==> src/rtl/fir_pkg.sv <==
// Shared helpers for the parametrised FIR filter.
//   prod_w / acc_w  : datapath width helpers
//   default_coef    : reset coefficient (moving average, floor(2**frac / ntaps))
//   round_shift     : round-half-up arithmetic right shift
//   sat_clip        : clip to a signed data_w range, flags clipping
package fir_pkg;

    // Full-precision width of one sample x coefficient product.
    function automatic int unsigned prod_w(int unsigned data_w, int unsigned coef_w);
        return data_w + coef_w;
    endfunction

    // Accumulator width: one product plus growth for summing ntaps terms.
    function automatic int unsigned acc_w(int unsigned data_w, int unsigned coef_w,
                                          int unsigned ntaps);
        return data_w + coef_w + $clog2(ntaps);
    endfunction

    // Moving-average coefficient used after reset.
    function automatic int unsigned default_coef(int unsigned frac_bits, int unsigned ntaps);
        return (32'd1 << frac_bits) / ntaps;
    endfunction

    // Add half an LSB of the result, then shift with sign (floor), i.e. round half up.
    function automatic logic signed [63:0] round_shift(logic signed [63:0] acc,
                                                       int unsigned frac);
        logic signed [63:0] half;
        if (frac == 0) begin
            return acc;
        end
        half = 64'sd1 <<< (frac - 1);
        return (acc + half) >>> frac;
    endfunction

    // Clip to [-2**(data_w-1), 2**(data_w-1)-1]; sat reports whether clipping happened.
    function automatic logic signed [63:0] sat_clip(input  logic signed [63:0] v,
                                                    input  int unsigned        data_w,
                                                    output logic               sat);
        logic signed [63:0] hi;
        logic signed [63:0] lo;
        hi  = (64'sd1 <<< (data_w - 1)) - 64'sd1;
        lo  = -(64'sd1 <<< (data_w - 1));
        sat = 1'b0;
        if (v > hi) begin
            sat = 1'b1;
            return hi;
        end
        if (v < lo) begin
            sat = 1'b1;
            return lo;
        end
        return v;
    endfunction

endpackage

==> src/rtl/fir_coef_bank.sv <==
// Coefficient register file: NTAPS signed coefficients with a single write port.
//   clk, reset_n : clock, async active-low reset (restores moving-average defaults)
//   we/addr/wdata: write strobe, tap index, coefficient value (addr >= NTAPS ignored)
//   coef         : all coefficients, coef[k] multiplies x[n-k]
module fir_coef_bank
    import fir_pkg::*;
#(
    parameter int unsigned NTAPS     = 4,
    parameter int unsigned COEF_W    = 8,
    parameter int unsigned FRAC_BITS = 7
) (
    input  logic                             clk,
    input  logic                             reset_n,
    input  logic                             we,
    input  logic [$clog2(NTAPS)-1:0]         addr,
    input  logic [COEF_W-1:0]                wdata,
    output logic [NTAPS-1:0][COEF_W-1:0]     coef
);

    localparam int unsigned ADDR_W = $clog2(NTAPS);
    localparam logic [COEF_W-1:0] COEF_RST = COEF_W'(default_coef(FRAC_BITS, NTAPS));

    // Writes land regardless of pipeline enable; out-of-range indices match no tap.
    always_ff @(posedge clk or negedge reset_n) begin
        if (!reset_n) begin
            for (int k = 0; k < int'(NTAPS); k++) begin
                coef[k] <= COEF_RST;
            end
        end else if (we) begin
            for (int k = 0; k < int'(NTAPS); k++) begin
                if (addr == ADDR_W'(k)) begin
                    coef[k] <= wdata;
                end
            end
        end
    end

endmodule

==> src/rtl/fir_filter_param.sv <==
// Signed N-tap direct-form FIR with runtime coefficients, valid/ready streaming,
// round-half-up + saturation and a 2-stage pipeline (products, then sum/round/clip).
//   clk, reset_n            : clock, async active-low reset
//   in_data/in_valid/in_ready : input sample stream (in_ready is combinational)
//   out_data/out_valid/out_ready/out_sat : output stream, out_sat flags clipping
//   coef_we/coef_addr/coef_wdata : coefficient write port
//   flush                   : sync clear of delay line and pipeline valids
module fir_filter_param
    import fir_pkg::*;
#(
    parameter int unsigned NTAPS     = 4,
    parameter int unsigned DATA_W    = 16,
    parameter int unsigned COEF_W    = 8,
    parameter int unsigned FRAC_BITS = 7
) (
    input  logic                      clk,
    input  logic                      reset_n,
    input  logic [DATA_W-1:0]         in_data,
    input  logic                      in_valid,
    output logic                      in_ready,
    output logic [DATA_W-1:0]         out_data,
    output logic                      out_valid,
    input  logic                      out_ready,
    output logic                      out_sat,
    input  logic                      coef_we,
    input  logic [$clog2(NTAPS)-1:0]  coef_addr,
    input  logic [COEF_W-1:0]         coef_wdata,
    input  logic                      flush
);

    localparam int unsigned PROD_W = prod_w(DATA_W, COEF_W);
    localparam int unsigned ACC_W  = acc_w(DATA_W, COEF_W, NTAPS);

    logic                           en;
    logic                           accept;
    logic [NTAPS-1:0][COEF_W-1:0]   coef_q;
    logic signed [DATA_W-1:0]       hist_q [NTAPS-1];
    logic signed [DATA_W-1:0]       tap_c  [NTAPS];
    logic signed [PROD_W-1:0]       prod_c [NTAPS];
    logic signed [PROD_W-1:0]       prod_q [NTAPS];
    logic                           s1_valid;
    logic signed [ACC_W-1:0]        acc_c;
    logic signed [63:0]             rnd_c;
    logic signed [DATA_W-1:0]       y_c;
    logic                           sat_c;

    // Whole pipeline advances unless a valid output is being held by the sink.
    assign en       = !out_valid || out_ready;
    assign in_ready = en;
    assign accept   = in_valid && en && !flush;

    fir_coef_bank #(
        .NTAPS     (NTAPS),
        .COEF_W    (COEF_W),
        .FRAC_BITS (FRAC_BITS)
    ) u_coef_bank (
        .clk     (clk),
        .reset_n (reset_n),
        .we      (coef_we),
        .addr    (coef_addr),
        .wdata   (coef_wdata),
        .coef    (coef_q)
    );

    // Tap vector: incoming sample is x[n], the delay line supplies x[n-1..n-NTAPS+1].
    always_comb begin
        tap_c[0] = $signed(in_data);
        for (int k = 1; k < int'(NTAPS); k++) begin
            tap_c[k] = hist_q[k-1];
        end
        for (int k = 0; k < int'(NTAPS); k++) begin
            prod_c[k] = PROD_W'(tap_c[k]) * PROD_W'($signed(coef_q[k]));
        end
    end

    // Delay line only moves on an accepted sample.
    always_ff @(posedge clk or negedge reset_n) begin
        if (!reset_n) begin
            for (int k = 0; k < int'(NTAPS) - 1; k++) begin
                hist_q[k] <= '0;
            end
        end else if (flush) begin
            for (int k = 0; k < int'(NTAPS) - 1; k++) begin
                hist_q[k] <= '0;
            end
        end else if (accept) begin
            hist_q[0] <= tap_c[0];
            for (int k = 1; k < int'(NTAPS) - 1; k++) begin
                hist_q[k] <= hist_q[k-1];
            end
        end
    end

    // Stage 1: register products; coefficient writes on this edge are not yet visible.
    always_ff @(posedge clk or negedge reset_n) begin
        if (!reset_n) begin
            s1_valid <= 1'b0;
            for (int k = 0; k < int'(NTAPS); k++) begin
                prod_q[k] <= '0;
            end
        end else begin
            if (flush) begin
                s1_valid <= 1'b0;
            end else if (en) begin
                s1_valid <= accept;
            end
            if (en) begin
                for (int k = 0; k < int'(NTAPS); k++) begin
                    prod_q[k] <= prod_c[k];
                end
            end
        end
    end

    // Stage 2 combinational: sum, round half up, saturate.
    always_comb begin
        acc_c = '0;
        for (int k = 0; k < int'(NTAPS); k++) begin
            acc_c = acc_c + ACC_W'(prod_q[k]);
        end
        rnd_c = round_shift(64'(acc_c), FRAC_BITS);
        sat_c = 1'b0;
        y_c   = DATA_W'(sat_clip(rnd_c, DATA_W, sat_c));
    end

    // Stage 2 register: result only replaced when a valid stage-1 word moves forward.
    always_ff @(posedge clk or negedge reset_n) begin
        if (!reset_n) begin
            out_valid <= 1'b0;
            out_data  <= '0;
            out_sat   <= 1'b0;
        end else begin
            if (flush) begin
                out_valid <= 1'b0;
            end else if (en) begin
                out_valid <= s1_valid;
            end
            if (en && s1_valid) begin
                out_data <= y_c;
                out_sat  <= sat_c;
            end
        end
    end

endmodule

==> config.mk <==
export PLATFORM = sky130hd
export DESIGN_NAME = fir_filter_param
export DESIGN_NICKNAME = d
export VERILOG_FILES = /design/src/rtl/fir_pkg.sv /design/src/rtl/fir_coef_bank.sv /design/src/rtl/fir_filter_param.sv
export SDC_FILE = /design/constraint.sdc
export NUM_CORES = 2
export LEC_CHECK = 0
export BUFFER_PORTS_ARGS = -buffer_cell sky130_fd_sc_hd__buf_2
export CAP_MARGIN = 20
export CORE_MARGIN = 4
export CORE_UTILIZATION = 48
export DETAILED_ROUTE_END_ITERATION = 12
export HOLD_SLACK_MARGIN = 0.05
export PLACE_DENSITY = 0.72
export SYNTH_ARGS = -nofsm -noshare
export SYNTH_HDL_FRONTEND = slang
export SYNTH_SLANG_ARGS = --single-unit
==> constraint.sdc <==
create_clock -name clk -period 6.1 [get_ports clk]
set_clock_uncertainty 0.05 [all_clocks]
set_input_delay 0.61 -clock clk [delete_from_list [all_inputs] [get_ports clk]]
set_output_delay 0.61 -clock clk [all_outputs]
set_load 0.01 [all_outputs]
==> Word-level counts from Yosys, hierarchy flattened <==
Cells that the tools add are included.
{ "totals": {"ff_bits": 195, "out_inout_bits": 19} }
{ "classes": {"addsub": 4, "multipliers": 4, "order_cmp": 2, "eq_ne": 3, "muxes": 14, "n_reduce_logical": 13} }
{ "ops": {"columns": ["op", "count"], "rows": [
  ["$mul A16 B8 Y24", 4],
  ["$mux W48", 2],
  ["$mux W16", 4],
  ["$add A26 B8 Y27 const B", 1],
  ["$add A25 B24 Y26", 1],
  ["$add A26 B24 Y26", 1],
  ["$add A24 B24 Y25", 1],
  ["$gt A20 B16 Y1 const B", 1],
  ["$lt A20 B16 Y1 const B", 1],
  ["$mux W1", 8],
  ["$reduce_and A2 Y1", 4],
  ["$eq A2 B2 Y1 const B", 2],
  ["$reduce_bool A2 Y1", 2],
  ["$logic_and A1 B1 Y1", 3],
  ["$eq A2 B1 Y1 const B", 1],
  ["$logic_not A1 Y1", 2],
  ["$logic_not A2 Y1", 1],
  ["$logic_or A1 B1 Y1", 1]
]} }

==> Logic depth before layout (Yosys ltp) <==
{ "logic_depth": {"ltp_word": 9, "mapped_depth": 21, "ltp_nobuf": 20} }

==> Hierarchy <==
A second synthesis with hierarchy kept.
{ "unflattened": {"hier_cells": 2892, "area_unflattened_um2": 27571.4} }
{ "by_module_without_submodules": {"columns": ["mod", "n_inst", "cells_each", "area_per_inst_um2", "seq_area_each_um2"], "rows": [
  ["fir_filter_param", 1, 2824, 26354.0, 4078.9],
  ["fir_coef_bank", 1, 68, 1217.4, 805.8]
]} }

==> Least setup slack after synthesis <==
No wires, ideal clock.
{ "synth_timing": {"kind": "reg2reg", "start": "register u_coef_bank.coef[15] (netlist name)", "end": "register prod_q[68] (netlist name)", "setup_ps": 69, "t_arrival_ps": 5010, "path_slack_ps": 971, "path_stages_with_launch": 20, "period_less_slack_ps": 5129, "path_cell_list": "dfrtp_1 clkbuf_1 inv_1 fa_1 fa_1 inv_1 fa_1 inv_1 fa_1 inv_1 ha_1 o21ai_0 a21boi_0 o21ai_0 a21boi_0 o2111ai_1 nand4_1 a31oi_1 or4b_2 nand3_1"} }
{ "synth_via": {"elab_chain_len": 1} }
{ "synth_lines": {"columns": ["element", "line_no", "source"], "rows": [
  ["start: declaration", "fir_coef_bank.sv:17", "output logic [NTAPS-1:0][COEF_W-1:0] coef"],
  ["start signal: indexed assignment", "fir_coef_bank.sv:32", "coef[k] <= wdata;"],
  ["$mul A16 B8 Y24", "fir_filter_param.sv:72", "prod_c[k] = PROD_W'(tap_c[k]) * PROD_W'($signed(coef_q[k]));"],
  ["end signal: indexed assignment", "fir_filter_param.sv:109", "prod_q[k] <= prod_c[k];"],
  ["end: declaration", "fir_filter_param.sv:40", "logic signed [PROD_W-1:0] prod_q [NTAPS];"]
]} }
Every way passes these cells.
A chain may end at the register's enable or synchronous reset.

==> Worst setup path after layout <==
{ "layout_timing": {"start": "register u_coef_bank.coef[10] (netlist name)", "end": "register prod_q[68] (netlist name)"} }
Same word-level chain as after synthesis.

==> summary.md <==
| Metric | Value |
|---|---|
| H-tree Lvls | 4 |
| Wire per inst | between 15 and 20 um |
| Status | finished, final reports clean |
| Top cell type by total area after synthesis | fa_1 |
| Max_cap viols | 0 |
| Min Tclk post-route | 5490 ps |
| Dominant synthesized flop cell | dfrtp_1 |
| Worst slew margin | 0.385 |
| Final Cell Area | about 0.029 sq mm |
| Async SR Flop Fraction | 1.00 |
| Root Buffer | clkbuf_16 |
| R2R Setup Slk | a little over 600 ps |
| HPWL after DPL | ~55 mm |
| Synth Warn # | 0 |
| HP Class | in2async |
| GR Overflow Total | 0 |
| Layout cells sized above 1 | 0.0579 |
| Sink Count | around 200 |
| LEAKAGE | approximately 0.014 uW |
| Drt pass-1 iters | 5 |
| Reg2reg path depth | 18 |
| Slew Limit Fails | 0 |
| Clk_lat worst skew | 480 ps |
| I/O pin count | 51 |
| Die height | between 200 and 250 um |
| EDFF count, synth | 0 |
| First-pass GRT wire length | approximately 110 mm |
| Multi-input logic area | roughly 0.020 sq mm |
| Mapped Nets | 3,637 |
| Antenna violations before repair | 4 |
| 1st-iter DRT viols | 1,248 |
| CP endpoint kind | register |
| Routability cong. | 0.909 |
| Global Route Usage Sum | 0.233 |
| Maximum clock frequency | about 0.18 GHz |
| Final period utilization | 0.900 |
| Vias in the first global route | roughly 20,000 |
| Flip-flop and latch area | roughly 0.005 sq mm |
| Final ANT Viol Nets | 0 |
| Final layout net count | ~3,600 |
| Placeable Area | 0.0566 sq mm |
| Area delta synth->final | 6.05% |
| CTS tree | done |
| Register bit total from synthesis | about 200 |
| Part of the Yosys area used for sequential elements | 0.177 |
| Die width | between 200 and 250 um |
| CTS buffer count | 17 |
| Clock-pin slew on the worst setup and hold paths | around 80 ps |
| Setup bufs post-CTS | 0 |
| Worst Path Max Fanout | 17 |
| RSZ-0062 raised after global routing | no |
| Maximum vdd drop | between 0.7 and 0.8 mV |
| Final wirelength | 67.7 mm |
| Synth cell types | 70 |
| Fill cells | between 5,000 and 6,000 |
| Arrival time of the worst setup path | 5840 ps |
| Maximum number of pins on one net before global-route repair | between 90 and 100 |
| Final setup viols | 0 |
| N_diodes | 0 |
| IO Port Bufs | 50 |
| Top cells by count, synth | 611 x inv_1, 460 x fa_1, 307 x and2_1, 233 x nand2_1, 227 x ha_1 |
| Final setup TNS | 0 ps |
| Core Rows | a little under 90 |
| Placed inst area | around 0.029 sq mm |
| Cell area power density | ~570 mW/mm^2 |
| Ranking of synthesized cells by area | fa_1 33%, dfrtp_1 17%, ha_1 10%, inv_1 8.3%, and2_1 7.0% |
| Residual DRC | 0 |
| Initial core utilization | 0.487 |
| Mean post-synth cell area | 9.45 sq um |
| Mapped Cells | roughly 2,900 |
| Design Power | about 17,000 uW |
| Setup CP Type | reg2reg |
| Die footprint | just over 0.06 sq mm |
| Via/cell ratio | between 5 and 6 |
| Synthesized cell area | 0.0276 sq mm |
| Clock buffer depth | 2 |
| Final hold vios | 0 |
| Area fraction of the dominant cell type after synthesis | 0.334 |
| Count leader, synth | inv_1 |
| Worst Setup Start Kind | register |
| Worst slew pin tran | 923 ps |
| Via count | about 19,000 |
| Worst Path Required | ~6500 ps |
## state kept, by name, summed over array words and instances, names as in the netlist
| signal | cells |
|---|---|
| prod_q | 96 |
| s1_valid | 1 |
| u_coef_bank.coef | 32 |
| hist_q | 48 |
| out_valid | 1 |
| out_data | 16 |
| out_sat | 1 |
## worst max-delay path: stages, from the launching register on
cell	delay, ps
dfrtp_1	690
nand2_1	160
fa_1	540
fa_1	550
inv_1	50
fa_1	470
inv_1	50
fa_1	470
inv_1	40
ha_1	310
o21ai_0	120
a21boi_0	250
o21ai_0	130
a21boi_0	320
o2111ai_1	210
nand4_1	180
a31oi_1	120
or4b_2	610
nand3_1	100
## through the flow
stage	instances	util	hold slack [ps]	setup slack (ps)
3_3_place_gp	3643	0.505	412	749
2_1_floorplan	2918	-	264	971
3_5_place_dp	3644	0.505	425	643
5_1_grt	3676	0.516	245	151
6_report	3676	0.516	180	609
4_1_cts	3676	0.516	212	588
## cell type report
| cell class | instances | share of cell area |
|---|---|---|
| Clock inverter | 14 | 0.00604 |
| Clock buffer | 18 | 0.0150 |
| Multi-Input combinational cell | 2004 | 0.685 |
| Tap cell | 756 | 0.0324 |
| Inverter | 612 | 0.0787 |
| Sequential cell | 195 | 0.167 |
| Timing Repair Buffer | 77 | 0.0162 |
## layout by cell type (no fill, tap or decap), types with 11 or more instances in the layout
| master | instances |
|---|---|
| or3_1 | 13 |
| nor2_1 | 104 |
| a21oi_1 | 92 |
| xnor2_1 | 61 |
| a31oi_1 | 11 |
| nand2_1 | 233 |
| mux2_2 | 31 |
| fa_1 | 460 |
| a21o_1 | 13 |
| o31ai_1 | 12 |
| nand3_1 | 29 |
| xor2_1 | 27 |
| buf_2 | 49 |
| o21ai_0 | 83 |
| and2_1 | 307 |
| clkbuf_16 | 17 |
| a211oi_1 | 12 |
| a22o_1 | 48 |
| inv_1 | 611 |
| ha_1 | 227 |
| nor3_1 | 26 |
| buf_4 | 26 |
| nand2b_1 | 69 |
| nor2b_1 | 12 |
| dfrtp_1 | 191 |
## final timing paths
check / start / to
setup / recovery: u_coef_bank.coef[10]$_DFFE_PN0P_ / prod_q[68]$_DFFE_PN0N_
max in group asynchronous: reset_n / hist_q[31]$_DFFE_PN0P_
setup reg to reg: u_coef_bank.coef[10]$_DFFE_PN0P_ / prod_q[68]$_DFFE_PN0N_
hold / removal: reset_n / out_data[10]$_DFFE_PN0P_
min in group clk: flush / s1_valid$_DFFE_PN0P_
hold reg to reg: prod_q[65]$_DFFE_PN0N_ / prod_q[65]$_DFFE_PN0N_
## layer usage
layer | wire length, um | vias up | share of wire | GRT usage
met1 | 29200 | 9705 | 0.43 | 0.326
met5 | 27 | - | 0.00040 | 0
met3 | 4920 | 141 | 0.073 | 0.0482
met2 | 30500 | 594 | 0.45 | 0.356
li1 | - | 9000 | - | -
met4 | 3000 | 4 | 0.044 | 0.0942
## power by group
part / internal, uW / switching, uW / total, uW
Combinational: 5680 / 7440 / 13100
Clock: 569 / 605 / 1170
Sequential: 1750 / 494 / 2250
Total: 8010 / 8540 / 16500
## timing repair
action                     CTS  global route
setup endpoints to repair    0             1
hold buffers                 0             0
resized for setup            0             1
## cells by family (layout without fill, tap and decap cells)
logic type	after synthesis	in the layout	synth area share
AOI/OAI and AO/OA	353	353	0.0861
xor gates and xnor gates	88	88	0.0280
and+or+nand+nor	843	843	0.160
adders and majority gates	687	687	0.437
DFF	195	195	0.177
muxes	33	33	0.0134
buffers and inverters	719	721	0.0979
Note: power is estimated with default switching activity, not from simulation.
